--- src/rtl/uart2wifi_core_uartx.sv ---
// UART core: baud tick generator, TX/RX FIFOs (first-word-fall-through) and TX/RX framers.
// Optional parity (parity_odd input, parity_err flag, PARITY states) under `UART2WIFI_UARTX_PARITY_EN.
module uart2wifi_core_uartx #(
    parameter int CLK_HZ     = 50000000,
    parameter int BAUD       = 19200,
    parameter int OVERSAMPLE = 16,
    parameter int DATA_BITS  = 8,
    parameter int FIFO_DEPTH = 16
) (
    input  logic                 clk,
    input  logic                 rst,
    input  logic                 tx_wr,
    input  logic [DATA_BITS-1:0] write_data,
    output logic                 tx_full,
    output logic                 tx_busy,
    output logic                 tx,
    input  logic                 rx,
    input  logic                 rx_rd,
    output logic [DATA_BITS-1:0] read_data,
    output logic                 rx_empty,
    output logic                 frame_err,
    output logic                 overrun,
    input  logic                 err_clr
`ifdef UART2WIFI_UARTX_PARITY_EN
    ,
    input  logic                 parity_odd,
    output logic                 parity_err
`endif
);

    localparam int DIV = (CLK_HZ + (BAUD * OVERSAMPLE) / 2) / (BAUD * OVERSAMPLE);
    localparam int TW  = (DIV > 1) ? $clog2(DIV) : 1;
    localparam int AW  = $clog2(FIFO_DEPTH);
    localparam int OW  = $clog2(OVERSAMPLE);
    localparam logic [OW-1:0] OS_LAST  = OW'(OVERSAMPLE - 1);
    localparam logic [OW-1:0] OS_HALF  = OW'(OVERSAMPLE / 2 - 1);
    localparam logic [3:0]    BIT_LAST = 4'(DATA_BITS - 1);

    typedef enum logic [2:0] {
        S_IDLE,
        S_START,
        S_DATA,
`ifdef UART2WIFI_UARTX_PARITY_EN
        S_PARITY,
`endif
        S_STOP
    } state_t;

    // ---------------- oversample tick ----------------
    logic [TW-1:0] tick_cnt;
    logic          tick;

    assign tick = (tick_cnt == TW'(DIV - 1));

    always_ff @(posedge clk) begin
        if (rst)       tick_cnt <= '0;
        else if (tick) tick_cnt <= '0;
        else           tick_cnt <= tick_cnt + 1'b1;
    end

    // ---------------- TX FIFO ----------------
    logic [DATA_BITS-1:0] tx_mem [FIFO_DEPTH];
    logic [AW:0]          tx_wp, tx_rp;
    logic                 tx_empty, tx_pop, tx_push;
    logic [DATA_BITS-1:0] tx_head;

    assign tx_empty = (tx_wp == tx_rp);
    assign tx_full  = (tx_wp[AW] != tx_rp[AW]) && (tx_wp[AW-1:0] == tx_rp[AW-1:0]);
    assign tx_push  = tx_wr && (!tx_full || tx_pop);
    assign tx_head  = tx_mem[tx_rp[AW-1:0]];

    always_ff @(posedge clk) begin
        if (tx_push) tx_mem[tx_wp[AW-1:0]] <= write_data;
    end

    always_ff @(posedge clk) begin
        if (rst) begin
            tx_wp <= '0;
            tx_rp <= '0;
        end else begin
            if (tx_push) tx_wp <= tx_wp + 1'b1;
            if (tx_pop)  tx_rp <= tx_rp + 1'b1;
        end
    end

    // ---------------- TX framer ----------------
    state_t               tx_state, tx_state_n;
    logic [OW-1:0]        tx_os, tx_os_n;
    logic [3:0]           tx_bit, tx_bit_n;
    logic [DATA_BITS-1:0] tx_sh, tx_sh_n;
    logic                 tx_q, tx_n, tx_end;
`ifdef UART2WIFI_UARTX_PARITY_EN
    logic                 tx_par, tx_par_n;
`endif

    assign tx_end  = tick && (tx_os == OS_LAST);
    assign tx      = tx_q;
    assign tx_busy = (tx_state != S_IDLE) || !tx_empty;

    always_ff @(posedge clk) begin
        if (rst) begin
            tx_state <= S_IDLE;
            tx_os    <= '0;
            tx_bit   <= '0;
            tx_sh    <= '0;
            tx_q     <= 1'b1;
`ifdef UART2WIFI_UARTX_PARITY_EN
            tx_par   <= 1'b0;
`endif
        end else begin
            tx_state <= tx_state_n;
            tx_os    <= tx_os_n;
            tx_bit   <= tx_bit_n;
            tx_sh    <= tx_sh_n;
            tx_q     <= tx_n;
`ifdef UART2WIFI_UARTX_PARITY_EN
            tx_par   <= tx_par_n;
`endif
        end
    end

    always_comb begin
        tx_state_n = tx_state;
        tx_os_n    = tx_os;
        tx_bit_n   = tx_bit;
        tx_sh_n    = tx_sh;
        tx_pop     = 1'b0;
        tx_n       = 1'b1;
`ifdef UART2WIFI_UARTX_PARITY_EN
        tx_par_n   = tx_par;
`endif
        if (tx_state != S_IDLE && tick) tx_os_n = (tx_os == OS_LAST) ? '0 : tx_os + 1'b1;
        case (tx_state)
            S_IDLE: if (!tx_empty) begin
                tx_pop     = 1'b1;
                tx_state_n = S_START;
                tx_os_n    = '0;
            end
            S_START: if (tx_end) begin
                tx_state_n = S_DATA;
                tx_bit_n   = '0;
            end
            S_DATA: if (tx_end) begin
                tx_sh_n = tx_sh >> 1;
                if (tx_bit == BIT_LAST) begin
`ifdef UART2WIFI_UARTX_PARITY_EN
                    tx_state_n = S_PARITY;
`else
                    tx_state_n = S_STOP;
`endif
                end else begin
                    tx_bit_n = tx_bit + 1'b1;
                end
            end
`ifdef UART2WIFI_UARTX_PARITY_EN
            S_PARITY: if (tx_end) tx_state_n = S_STOP;
`endif
            // Chain straight into the next start bit when more data is queued.
            S_STOP: if (tx_end) begin
                if (!tx_empty) begin
                    tx_pop     = 1'b1;
                    tx_state_n = S_START;
                end else begin
                    tx_state_n = S_IDLE;
                end
            end
            default: tx_state_n = S_IDLE;
        endcase
        if (tx_pop) begin
            tx_sh_n = tx_head;
`ifdef UART2WIFI_UARTX_PARITY_EN
            tx_par_n = ^tx_head ^ parity_odd;
`endif
        end
        case (tx_state_n)
            S_START:  tx_n = 1'b0;
            S_DATA:   tx_n = tx_sh_n[0];
`ifdef UART2WIFI_UARTX_PARITY_EN
            S_PARITY: tx_n = tx_par_n;
`endif
            default:  tx_n = 1'b1;
        endcase
    end

    // ---------------- RX FIFO ----------------
    logic [DATA_BITS-1:0] rx_mem [FIFO_DEPTH];
    logic [AW:0]          rx_wp, rx_rp;
    logic                 rx_full, rx_pop, rx_push, rx_push_ok;
    logic [DATA_BITS-1:0] rx_sh, rx_sh_n;

    assign rx_empty   = (rx_wp == rx_rp);
    assign rx_full    = (rx_wp[AW] != rx_rp[AW]) && (rx_wp[AW-1:0] == rx_rp[AW-1:0]);
    assign rx_pop     = rx_rd && !rx_empty;
    assign rx_push_ok = rx_push && (!rx_full || rx_pop);
    assign read_data  = rx_empty ? '0 : rx_mem[rx_rp[AW-1:0]];

    always_ff @(posedge clk) begin
        if (rx_push_ok) rx_mem[rx_wp[AW-1:0]] <= rx_sh;
    end

    always_ff @(posedge clk) begin
        if (rst) begin
            rx_wp <= '0;
            rx_rp <= '0;
        end else begin
            if (rx_push_ok) rx_wp <= rx_wp + 1'b1;
            if (rx_pop)     rx_rp <= rx_rp + 1'b1;
        end
    end

    // ---------------- RX framer ----------------
    logic          rx_s1, rx_s2, rx_prev;
    state_t        rx_state, rx_state_n;
    logic [OW-1:0] rx_os, rx_os_n;
    logic [3:0]    rx_bit, rx_bit_n;
    logic          rx_end, rx_half, fe_set, ov_set;
`ifdef UART2WIFI_UARTX_PARITY_EN
    logic          pe_set;
`endif

    assign rx_end  = tick && (rx_os == OS_LAST);
    assign rx_half = tick && (rx_os == OS_HALF);
    assign ov_set  = rx_push && rx_full && !rx_pop;

    always_ff @(posedge clk) begin
        if (rst) begin
            rx_s1     <= 1'b1;
            rx_s2     <= 1'b1;
            rx_prev   <= 1'b1;
            rx_state  <= S_IDLE;
            rx_os     <= '0;
            rx_bit    <= '0;
            rx_sh     <= '0;
            frame_err <= 1'b0;
            overrun   <= 1'b0;
`ifdef UART2WIFI_UARTX_PARITY_EN
            parity_err <= 1'b0;
`endif
        end else begin
            rx_s1     <= rx;
            rx_s2     <= rx_s1;
            rx_prev   <= rx_s2;
            rx_state  <= rx_state_n;
            rx_os     <= rx_os_n;
            rx_bit    <= rx_bit_n;
            rx_sh     <= rx_sh_n;
            // A new error in the same cycle as err_clr wins.
            frame_err <= fe_set | (frame_err & ~err_clr);
            overrun   <= ov_set | (overrun & ~err_clr);
`ifdef UART2WIFI_UARTX_PARITY_EN
            parity_err <= pe_set | (parity_err & ~err_clr);
`endif
        end
    end

    always_comb begin
        rx_state_n = rx_state;
        rx_os_n    = rx_os;
        rx_bit_n   = rx_bit;
        rx_sh_n    = rx_sh;
        rx_push    = 1'b0;
        fe_set     = 1'b0;
`ifdef UART2WIFI_UARTX_PARITY_EN
        pe_set     = 1'b0;
`endif
        if (rx_state != S_IDLE && tick) rx_os_n = (rx_os == OS_LAST) ? '0 : rx_os + 1'b1;
        case (rx_state)
            S_IDLE: begin
                rx_os_n = '0;
                if (rx_prev && !rx_s2) rx_state_n = S_START;
            end
            // Mid start bit: a line already back high was only a glitch.
            S_START: if (rx_half) begin
                rx_os_n    = '0;
                rx_bit_n   = '0;
                rx_state_n = rx_s2 ? S_IDLE : S_DATA;
            end
            S_DATA: if (rx_end) begin
                rx_sh_n = {rx_s2, rx_sh[DATA_BITS-1:1]};
                if (rx_bit == BIT_LAST) begin
`ifdef UART2WIFI_UARTX_PARITY_EN
                    rx_state_n = S_PARITY;
`else
                    rx_state_n = S_STOP;
`endif
                end else begin
                    rx_bit_n = rx_bit + 1'b1;
                end
            end
`ifdef UART2WIFI_UARTX_PARITY_EN
            S_PARITY: if (rx_end) begin
                pe_set     = ^rx_sh ^ rx_s2 ^ parity_odd;
                rx_state_n = S_STOP;
            end
`endif
            S_STOP: if (rx_end) begin
                rx_push    = 1'b1;
                fe_set     = !rx_s2;
                rx_state_n = S_IDLE;
            end
            default: rx_state_n = S_IDLE;
        endcase
    end

endmodule

--- config.mk ---
export PLATFORM = sky130hd
export DESIGN_NAME = uart2wifi_core_uartx
export DESIGN_NICKNAME = d
export VERILOG_FILES = /design/src/rtl/uart2wifi_core_uartx.sv
export SDC_FILE = /design/constraint.sdc
export NUM_CORES = 1
export LEC_CHECK = 0
export CORE_MARGIN = 4
export CORE_UTILIZATION = 62
export CTS_CLUSTER_SIZE = 14
export DETAILED_ROUTE_END_ITERATION = 16
export PLACE_DENSITY = 0.79
export SLEW_MARGIN = 20
export SYNTH_ARGS = -nofsm -noshare
export SYNTH_HDL_FRONTEND = slang
export SYNTH_SLANG_ARGS = --single-unit
--- constraint.sdc ---
create_clock -name clk -period 2.95 [get_ports clk]
set_input_delay 0.59 -clock clk [delete_from_list [all_inputs] [get_ports clk]]
set_output_delay 0.59 -clock clk [all_outputs]
set_load 0.02 [all_outputs]
==> metrics.md <==
| Metric | Value |
|---|---|
| Status | `finished, violations left` |
| Failing checks | `setup timing` |
| Hold Path Class | `in2reg` |
| Crit-path most repeated cell | `mux4_2` |
| DRC viols | `0` |
| Reg2Reg Setup Slack | `0.31 ns` |
| Setup TNS | `-0.514 ns` |
| Yosys warns | `0` |
| DR vias | `7540` |
| Layout filler cell count | `1217` |
| WP depth | `5` |
| Syn-to-layout area delta | `15.1%` |
| R2R cell count | `7` |
| Fin crit share | `1.04` |
| Synth Register Bits | `335` |
| Largest net degree at the start of global routing | `55` |
| Reg2reg end | `tx_mem[15][7]$_DFFE_PP_` |
| Antenna cells | `0` |
| Sequential area share after synthesis | `0.690` |
| Worst Path Required | `2.36 ns` |
| PwrDens | `654 nW/um^2` |
| Clk buf depth | `3` |
| Critical path's top delay family | `multiplexers` |
| Global-route wire length before repair | `44300 um` |
| Tightest Pin Transition | `0.726 ns` |
| Clk root buf | `clkbuf_16` |
| Clock skew | `0.0239 ns` |
| Maximum Capacitance Violations | `0` |
| DIE AREA | `24100 um^2` |
| Clk pin slew, worst setup/hold paths | `0.06 ns` |
| CTS tree | `done` |
| CP endpoint kind | `output pin` |
| Num CTS Buffers | `34` |
| DP Wirelength | `17100 um` |
| Post-synthesis area per instance | `16.0 um^2` |
| Crit path buffers/inverters | `2` |
| FMAX | `325 MHz` |
| CP max stage delay | `0.56 ns` |
| Async S/R FF share, synth | `0` |
| Hold Fails Final Rpt | `0` |
| I/O pin count | `28` |
| Drt via density | `6.23` |
| EDFF count, synth | `256` |
| CP Launch Type | `flip-flop` |
| Synth Net Count | `869` |
| Final Wtd Congestion | `0.823` |
| Port Buffers | `27` |
| Routed wire length | `28200 um` |
| Die X | `155 um` |
| Initial antenna violation count | `0` |
| CTS sink cnt | `335` |
| Leak Pwr | `5.13 nW` |
| Rows | `53` |
| Post-CTS Hold Fix Bufs | `0` |
| CP cell instances | `buf_12 -> mux4_2 -> mux4_2 -> nor2b_1 -> buf_2` |
| GRT Residual Overflow | `0` |
| RSZ-0062 raised after global routing | `true` |
| Initial Util | `0.635` |
| Final min period | `3.08 ns` |
| Final Core Density | `0.731` |
| Fin. max-slew vios | `0` |
| Core area | `21200 um^2` |
| DRT Pass-1 Iters | `6` |
| Setup ws final | `-0.129 ns` |
| Worst Setup EP | `read_data[6]` |
| GRT Overall Usage | `0.240` |
| DRT antenna net count | `0` |
| Nets | `940` |
| Vias in the first global route | `7680` |
| Layout cells sized above 1 | `0.216` |
| CTS H-tree depth | `2` |
| Synth Cell Area | `13400 um^2` |
| Final Setup Violations | `8` |
| Worst skew pair latency | `0.52 ns` |
| CP arrival | `2.49 ns` |
| Count of unique library cells instantiated by Yosys | `55` |
| Worst VDD drop | `0.000517 V` |
| Post-Synthesis Cells | `839` |
| DIE HEIGHT | `155 um` |
| Maximum fanout along the worst path | `7` |
| WS Path Type | `reg2out` |
| DR WL/cell | `23.3 um` |
| R2R Path Start | `tick_cnt[0]$_SDFF_PP0_` |
| Synth Flop Type | `edfxtp_1` |
| Slowest-stage cell, CP | `mux4_2` |
| Worst slew margin | `0.515` |
| Initial DRC Count | `790` |
-- worst register-to-register path: stages, from the launching register on --
cell	delay [ns]
dfxtp_1	0.37
inv_1	0.08
ha_1	0.17
nand4bb_1	0.21
nor4_2	0.43
o41a_1	0.41
nand4_1	0.23
inv_1	0.38
-- synthesized netlist by cell type (all sizes together) (5+ instances only) --
cell	number	share of area
mux2i	16	0.012
mux4	73	0.12
nand2b	6	0.0028
xnor2	13	0.0085
clkbuf	25	0.0070
and3	5	0.0023
dfxtp	79	0.12
nand4	10	0.0047
nor2	91	0.026
ha	16	0.015
inv	10	0.0028
a21oi	34	0.013
nand2	54	0.015
a211oi	6	0.0034
nor2b	17	0.0081
edfxtp	256	0.57
nand3	9	0.0034
o21ai	11	0.0041
buf	17	0.0067
xor2	27	0.018
nor3	15	0.0060
-- routing by layer --
| layer | vias up | global-route usage | wire [um] | share of wire |
|---|---|---|---|---|
| met5 | - | 0 | 0 | 0 |
| met4 | 0 | 0.0725 | 640 | 0.023 |
| met3 | 59 | 0.0353 | 1690 | 0.060 |
| met2 | 284 | 0.433 | 15300 | 0.54 |
| met1 | 3849 | 0.305 | 10600 | 0.38 |
| li1 | 3348 | - | - | - |
-- kinds of logic after synthesis --
family                     after synthesis  share of synthesized area
muxes                                   90                      0.135
adders and majority gates               16                     0.0149
DFF                                    335                      0.690
buffers and inverters                   52                     0.0165
and+or+nand+nor                        232                     0.0833
xor gates and xnor gates                40                     0.0261
other                                    1                   0.000279
AOI/OAI and AO/OA                       73                     0.0337
-- per-stage QoR --
step	instance area (um^2)	hold slack (ns)	power, mW	std cells	setup slack (ns)
floorplan	13400	0.389	5.73	839	0.371
global placement	14200	0.400	5.88	1146	0.0938
detailed placement	14200	0.412	5.90	1146	0.0318
CTS	15500	0.393	10.2	1211	-0.122
global route	15500	0.407	10.4	1210	-0.178
finish	15500	0.405	10.1	1210	-0.129
-- registers in the layout, indices dropped and copies added, names as in the netlist, 4 cells and up, named ones only --
register and flops:
rx_rp 5, tick_cnt 8, rx_wp 5, tx_rp 5
rx_os 4, rx_sh 8, rx_mem 128, tx_sh 8
tx_mem 128, tx_wp 5, tx_os 4, rx_bit 4
tx_bit 4
-- area by class of cell --
class | instances | area [um^2] | area share
clock buffer | 44 | 917 | 0.0593
clock inverter | 17 | 198 | 0.0128
inverter | 10 | 37.5 | 0.00243
multi-input combinational | 452 | 3990 | 0.258
sequential | 335 | 9280 | 0.600
tap | 275 | 344 | 0.0223
timing repair buffer | 77 | 696 | 0.0450
-- cells in the final DEF (no fill, tap or decap), drive strengths merged, types with 2 or more instances in the layout --
cell / netlist / final
clkdlybuf4s50: 0 / 18
a31oi: 4 / 4
clkbuf: 25 / 44
inv: 10 / 12
nand2b: 6 / 6
a21oi: 34 / 34
clkinv: 0 / 11
nor2: 91 / 91
ha: 16 / 16
xor2: 27 / 27
a2bb2oi: 2 / 2
and2: 3 / 3
dfxtp: 79 / 79
xnor2: 13 / 13
nor3b: 2 / 2
nand2: 54 / 54
buf: 17 / 59
or3: 3 / 3
mux2i: 16 / 16
mux4: 73 / 73
a211oi: 6 / 6
a22oi: 3 / 3
edfxtp: 256 / 256
or2: 3 / 3
or3b: 2 / 2
nor4: 3 / 3
nand3b: 3 / 3
and3: 5 / 5
bufinv: 0 / 4
nand3: 9 / 9
and4: 3 / 3
nand4: 10 / 10
o21ai: 11 / 11
nor3: 15 / 15
nor2b: 17 / 17
a311oi: 3 / 3
-- power breakdown --
| part | switching (mW) | internal (mW) | total (mW) |
|---|---|---|---|
| logic | 0.335 | 0.319 | 0.655 |
| clock network | 1.73 | 2.56 | 4.29 |
| registers | 0.0506 | 5.11 | 5.16 |
| total | 2.12 | 7.99 | 10.1 |
-- repair_timing --
item,in CTS,in global routing
buffers inserted,2,0
gates resized for setup,56,3
gates cloned,2,0
endpoints found under the setup margin,9,13
-- worst min-delay path by stage --
stage	startpoint	endpoint	slack [ns]	cells past startpoint
after floorplan	rx_s1$_SDFF_PP1_	rx_s2$_SDFF_PP1_	0.39	1
after global placement	rx_s1$_SDFF_PP1_	rx_s2$_SDFF_PP1_	0.40	1
after detailed placement	rx_s1$_SDFF_PP1_	rx_s2$_SDFF_PP1_	0.41	1
after CTS	rst	rx_prev$_SDFF_PP1_	0.39	3
after global routing	rst	rx_prev$_SDFF_PP1_	0.41	3
final	rst	rx_prev$_SDFF_PP1_	0.41	3
Power figures use the tool's default switching activity.
